==> config.mk <==
export PLATFORM = sky130hd
export DESIGN_NAME = tetris_board_engine
export DESIGN_NICKNAME = d
export VERILOG_FILES = /design/src/rtl/tetris_pkg.sv /design/src/rtl/tetris_gravity_timer.sv /design/src/rtl/tetris_board_engine.sv
export SDC_FILE = /design/constraint.sdc
export NUM_CORES = 1
export LEC_CHECK = 0
export ABC_CLOCK_PERIOD_IN_PS = 6300
export CORE_ASPECT_RATIO = 0.5
export CORE_MARGIN = 2
export CORE_UTILIZATION = 63
export DETAILED_ROUTE_END_ITERATION = 10
export PLACE_DENSITY = 0.95
export SETUP_SLACK_MARGIN = 0.2
export SYNTH_ARGS = -nofsm -noshare
export SYNTH_HDL_FRONTEND = slang
export SYNTH_SLANG_ARGS = --single-unit
==> constraint.sdc <==
create_clock -name in_clk -period 6.3 [get_ports in_clk]
set_clock_uncertainty 0.2 [all_clocks]
set_input_delay 1.26 -clock in_clk [delete_from_list [all_inputs] [get_ports in_clk]]
set_output_delay 1.26 -clock in_clk [all_outputs]
set_load 0.005 [all_outputs]
==> src/rtl/tetris_pkg.sv <==
// Shared types and constants for the Tetris board engine.
// Holds the engine state enum, move encodings and index-width helper.
package tetris_pkg;

    typedef enum logic [2:0] {
        ST_SPAWN,
        ST_FALL,
        ST_LOCK,
        ST_CLEAR,
        ST_OVER
    } state_e;

    localparam logic [1:0] MOVE_NONE  = 2'b00;
    localparam logic [1:0] MOVE_LEFT  = 2'b01;
    localparam logic [1:0] MOVE_RIGHT = 2'b10;
    localparam logic [1:0] MOVE_DROP  = 2'b11;

    // Bits needed to index n rows or columns (at least one bit).
    function automatic int unsigned idx_bits(input int unsigned n);
        return (n <= 2) ? 1 : $clog2(n);
    endfunction

endpackage

==> src/rtl/tetris_gravity_timer.sv <==
// Modulo-DROP_DIV gravity counter for the Tetris board engine.
// step_o is high on the cycle the counter holds DROP_DIV-1.
module tetris_gravity_timer
    import tetris_pkg::*;
#(
    parameter int DROP_DIV = 4
) (
    input  logic clk_i,
    input  logic rst_i,
    input  logic en_i,
    input  logic clr_i,
    output logic step_o
);

    localparam int CW = idx_bits(DROP_DIV);

    logic [CW-1:0] cnt_q;
    logic [CW-1:0] cnt_d;

    assign step_o = (cnt_q == CW'(DROP_DIV - 1));

    always_comb begin
        cnt_d = cnt_q;
        if (clr_i) begin
            cnt_d = '0;
        end else if (en_i) begin
            cnt_d = step_o ? '0 : cnt_q + CW'(1);
        end
    end

    always_ff @(posedge clk_i or posedge rst_i) begin
        if (rst_i) begin
            cnt_q <= '0;
        end else begin
            cnt_q <= cnt_d;
        end
    end

endmodule

==> src/rtl/tetris_board_engine.sv <==
// Single-clock Tetris board engine: falling bar piece, locked stack,
// row clearing one scan step per cycle, line counting and game over.
module tetris_board_engine
    import tetris_pkg::*;
#(
    parameter int BOARD_W  = 4,
    parameter int BOARD_H  = 8,
    parameter int PIECE_W  = 2,
    parameter int DROP_DIV = 4,
    parameter int LINE_W   = 8
) (
    input  logic                       in_clk,
    input  logic                       in_restart,
    input  logic [1:0]                 in_move,
    output logic [BOARD_W*BOARD_H-1:0] board_out,
    output logic [LINE_W-1:0]          out_lines,
    output logic                       out_game_over,
    output logic                       out_busy
);

    localparam int N         = BOARD_W * BOARD_H;
    localparam int RW        = idx_bits(BOARD_H);
    localparam int CW        = idx_bits(BOARD_W);
    localparam int SPAWN_COL = (BOARD_W - PIECE_W) / 2;
    localparam logic [N-1:0] BAR = N'((64'd1 << PIECE_W) - 64'd1);

    state_e            state_q, state_d;
    logic [N-1:0]      stack_q, stack_d;
    logic [RW-1:0]     row_q, row_d;
    logic [CW-1:0]     col_q, col_d;
    logic [RW-1:0]     scan_q, scan_d;
    logic              drop_q, drop_d;
    logic [LINE_W-1:0] lines_q, lines_d;

    logic         tmr_en;
    logic         tmr_clr;
    logic         tmr_step;
    logic         step;
    logic [N-1:0] cur_mask;
    logic [N-1:0] spawn_mask;
    logic [N-1:0] left_mask;
    logic [N-1:0] right_mask;
    logic [N-1:0] down_mask;
    logic [N-1:0] keep_mask;
    logic [N-1:0] cleared;
    logic         row_full;

    function automatic logic [N-1:0] bar_at(input int row, input int col);
        return BAR << (row * BOARD_W + col);
    endfunction

    tetris_gravity_timer #(
        .DROP_DIV(DROP_DIV)
    ) u_timer (
        .clk_i (in_clk),
        .rst_i (in_restart),
        .en_i  (tmr_en),
        .clr_i (tmr_clr),
        .step_o(tmr_step)
    );

    assign tmr_en     = (state_q == ST_FALL);
    assign step       = drop_q | tmr_step;
    assign cur_mask   = bar_at(int'(row_q), int'(col_q));
    assign spawn_mask = bar_at(0, SPAWN_COL);
    assign left_mask  = bar_at(int'(row_q), int'(col_q) - 1);
    assign right_mask = bar_at(int'(row_q), int'(col_q) + 1);
    assign down_mask  = bar_at(int'(row_q) + 1, int'(col_q));

    // Rows at or above the scan row move down one; rows below stay put.
    assign row_full  = &stack_q[int'(scan_q)*BOARD_W +: BOARD_W];
    assign keep_mask = {N{1'b1}} << ((int'(scan_q) + 1) * BOARD_W);
    assign cleared   = (stack_q & keep_mask)
                     | ((stack_q << BOARD_W) & ~keep_mask);

    always_comb begin
        state_d = state_q;
        stack_d = stack_q;
        row_d   = row_q;
        col_d   = col_q;
        scan_d  = scan_q;
        drop_d  = drop_q;
        lines_d = lines_q;
        tmr_clr = 1'b0;
        unique case (state_q)
            ST_SPAWN: begin
                row_d   = '0;
                col_d   = CW'(SPAWN_COL);
                drop_d  = 1'b0;
                tmr_clr = 1'b1;
                state_d = (|(spawn_mask & stack_q)) ? ST_OVER : ST_FALL;
            end
            ST_FALL: begin
                if (!drop_q && in_move == MOVE_DROP) begin
                    drop_d = 1'b1;
                end
                if (!step && !drop_q) begin
                    if (in_move == MOVE_LEFT && col_q != '0
                        && !(|(left_mask & stack_q))) begin
                        col_d = col_q - CW'(1);
                    end
                    if (in_move == MOVE_RIGHT
                        && col_q != CW'(BOARD_W - PIECE_W)
                        && !(|(right_mask & stack_q))) begin
                        col_d = col_q + CW'(1);
                    end
                end
                if (step) begin
                    if (row_q != RW'(BOARD_H - 1)
                        && !(|(down_mask & stack_q))) begin
                        row_d = row_q + RW'(1);
                    end else begin
                        state_d = ST_LOCK;
                    end
                end
            end
            ST_LOCK: begin
                stack_d = stack_q | cur_mask;
                scan_d  = RW'(BOARD_H - 1);
                state_d = ST_CLEAR;
            end
            ST_CLEAR: begin
                if (row_full) begin
                    stack_d = cleared;
                    if (lines_q != '1) begin
                        lines_d = lines_q + LINE_W'(1);
                    end
                end else if (scan_q == '0) begin
                    state_d = ST_SPAWN;
                end else begin
                    scan_d = scan_q - RW'(1);
                end
            end
            ST_OVER: begin
                state_d = ST_OVER;
            end
            default: begin
                state_d = ST_SPAWN;
            end
        endcase
    end

    always_ff @(posedge in_clk or posedge in_restart) begin
        if (in_restart) begin
            state_q <= ST_SPAWN;
            stack_q <= '0;
            row_q   <= '0;
            col_q   <= '0;
            scan_q  <= '0;
            drop_q  <= 1'b0;
            lines_q <= '0;
        end else begin
            state_q <= state_d;
            stack_q <= stack_d;
            row_q   <= row_d;
            col_q   <= col_d;
            scan_q  <= scan_d;
            drop_q  <= drop_d;
            lines_q <= lines_d;
        end
    end

    assign board_out     = stack_q | ((state_q == ST_FALL) ? cur_mask : '0);
    assign out_lines     = lines_q;
    assign out_game_over = (state_q == ST_OVER);
    assign out_busy      = (state_q == ST_LOCK) || (state_q == ST_CLEAR);

endmodule

==> run_results.csv <==
group,metric,value,unit
clock_tree,clk_latency,0.30,ns
logic_synthesis,synth_cells,548,
logic_synthesis,ys_ff_latch,54,
setup_path,cp_top_family,"buffers and inverters",
global_route,overflow,0,
logic_synthesis,syn_nets,570,
logic_synthesis,synth_flop_cell,"dfrtp_1",
setup_path,path_cells,"inv_1, ha_1, nor2b_1, mux2_2, nand2_1, o21ai_0, clkdlybuf4s50_1",
timing,slew_viol_final,0,
clock_tree,numCtsBuffers,5,
floorplan,start_util,0.643,
logic_synthesis,syn_avg_cell_area,8.49,um^2
clock_tree,clk_pin_slew,0.07,ns
logic_synthesis,yosysUniqueCellTypes,71,
power_and_ir_drop,ir_drop,0.000305,V
setup_path,endpoint_kind,"primary output",
global_route,grt_max_degree,55,
routing,drtIter0Drc,748,
floorplan,rows,22,
logic_synthesis,yosys_warnings,0,
setup_path,worstPathArrival,3.35,ns
power_and_ir_drop,p_leak,2.01,nW
clock_tree,cts_resized,0,
global_route,antenna_found_initial,0,
logic_synthesis,seq_area_frac_synth,0.290,
logic_synthesis,mappedNetlistArea,4650,um^2
place,gp_congestion,1.00,
power_and_ir_drop,power.density,451,nW/um^2
clock_tree,holdBufCountCts,0,
global_route,grt_pass1_wl,24900,um
clock_tree,ctsHtreeMaxLevel,2,
flow_run,max_cap_violations,0,
min_path,min_path_type,"reg -> reg",
routing,drc,0,
timing,finalCritPeriodShare,0.763,
setup_path,critPathRequiredTime,4.84,ns
clock_tree,postCtsSetupBuffers,0,
clock_tree,cts_buffer_depth,2,
final_layout,layout-drive-gt1-share,0.0946,
routing,drt_pass1_iterations,6,
place,dp_hpwl,11300,um
final_layout,area_growth,12.7,%
clock_tree,ctsRootBufferMaster,"clkbuf_16",
status,status,"complete, no violations",
logic_synthesis,async_flop_share,1.00,
clock_tree,cts_sinks,54,
routing,vias,4814,
setup_path,slowest_stage,"dfrtp_1",
timing,fmax,0.208,GHz
final_layout,fill_cells,579,
setup_path,startpoint_type,"flip-flop",
place,portBuffers,45,
setup_path,path_max_fanout,23,
setup_path,max_stage_delay,0.68,ns
timing,finalSetupViolations,0,
timing,timing.final.crit_period,4.81,ns
clock_tree,cts_tree,"done",
floorplan,die_w,126,um
min_path,holdPathStages,2,
final_layout,fin_nets,592,
routing,detail-route-antenna-nets,0,
floorplan,core,7240,um^2
timing,hold_viol,0,
floorplan,die_h,64.8,um
logic_synthesis,synth_edf_count,0,
setup_path,path_depth,7,
routing,vias_per_cell,7.21,
routing,drt_wl_total,15700,um
floorplan,die_area,8130,um^2
timing,max_slew_margin,0.250,
setup_path,reg2regPathDepth,12,
floorplan,io_pins,46,
timing,tightest_slew,1.12,ns
routing,drt-wirelength-per-cell,23.5,um
place,place_area,5090,um^2
timing,grt_setup_unrepaired,"no",
setup_path,crit_buf_inv,2,
global_route,grt_pass1_vias,4509,
final_layout,final_area,5240,um^2
setup_path,path_class,"reg -> out",
global_route,grt_util_all_layers,0.391,
timing,setup_tns,0,ns
-- Yosys cell counts (13+ instances only) --
cell      instances  area [um^2]
dfrtp_1          54         1350
a21oi_1          52          260
nand2_1          46          173
nor2_1           45          169
o22a_1           25          219
nand3_1          23          115
o21ai_0          22          110
o21bai_1         22          165
inv_1            20         75.1
clkbuf_1         19         71.3
ha_1             18          225
mux2i_1          16          160
nor3_1           15         75.1
mux2_2           13          146
-- area by class of cell --
class | instances | area [um^2] | area share
Sequential cell | 54 | 1350 | 0.258
Timing Repair Buffer | 48 | 473 | 0.0902
Multi-Input combinational cell | 441 | 3070 | 0.585
Inverter | 20 | 75.1 | 0.0143
Tap cell | 96 | 120 | 0.0229
Clock inverter | 3 | 28.8 | 0.00549
Antenna cell | 1 | 2.50 | 0.000477
Clock buffer | 5 | 125 | 0.0239
-- placed cells by master (no fill, tap or decap), types with 6 or more instances in the layout --
master           instances
a31o_2                   6
a21oi_1                 52
ha_1                    18
dfrtp_1                 54
mux2_2                  13
xor2_1                   8
nor3_1                  15
nand3_1                 23
o21ai_0                 22
mux4_2                   6
mux2i_1                 16
o21bai_1                22
inv_1                   19
clkdlybuf4s50_1         45
o211ai_1                 6
o22a_1                  25
nor2_1                  45
nand2_1                 46
nor2b_1                 10
nand4_1                  8
nand2b_1                 8
a21o_1                   6
-- per-layer routing --
layer / wire length, um / track usage
met5: 0 / 0.0327
met4: 403 / 0.0917
met3: 2380 / 0.111
met2: 6580 / 0.587
met1: 6320 / 0.561
-- worst reg2reg max path: cells and delay by family (launching register included) --
kind / cells / cell delay, ns
compound gates: 7 / 1.25
fa+ha+maj: 2 / 1.09
flops: 1 / 0.86
mux: 1 / 0.41
simple gates: 1 / 0.28
buf+inv: 1 / 0.24
-- metrics by stage --
step	hold slack, ns	utilization	setup WS (ns)	instances	power, mW
after global placement	0.254	0.703	1.99	659	1.98
after CTS	0.293	0.724	1.61	667	2.29
after floorplan	0.243	-	2.72	548	1.51
after detailed placement	0.278	0.703	1.92	659	2.00
after global routing	0.315	0.724	1.29	667	2.46
final	0.286	0.724	1.49	668	2.36
-- power by group --
group / leakage [nW] / switching [mW] / internal [mW]
Sequential: 0.663 / 0.366 / 0.451
Combinational: 1.28 / 0.620 / 0.631
Clock: 0.0759 / 0.142 / 0.152
Total: 2.01 / 1.13 / 1.23
-- path summary, 6_finish.rpt --
check / startpoint / end / slack, ns
worst max-delay path: col_q[1] / board_out[8] / 1.49
worst min-delay path: u_timer.cnt_q[1] / u_timer.cnt_q[1] / 0.29
worst max register to register: col_q[1] / col_q[1] / 1.83
worst min register to register: u_timer.cnt_q[1] / u_timer.cnt_q[1] / 0.29
max in group asynchronous: in_restart / asynchronous set/reset pin / 3.86
min in group asynchronous: in_restart / scan_q[2] / 1.36
-- kinds of logic (layout without fill, tap and decap cells) --
group	count (synthesis)	after routing	synth area share
AOI/OAI and AO/OA	189	189	0.287
DFF	54	54	0.290
buffers and inverters	53	76	0.0503
adders and majority gates	18	18	0.0484
and+or+nand+nor	185	185	0.198
muxes	35	35	0.0949
other	0	1	0
xor gates and xnor gates	14	14	0.0312
(Power assumes the default switching activity.)
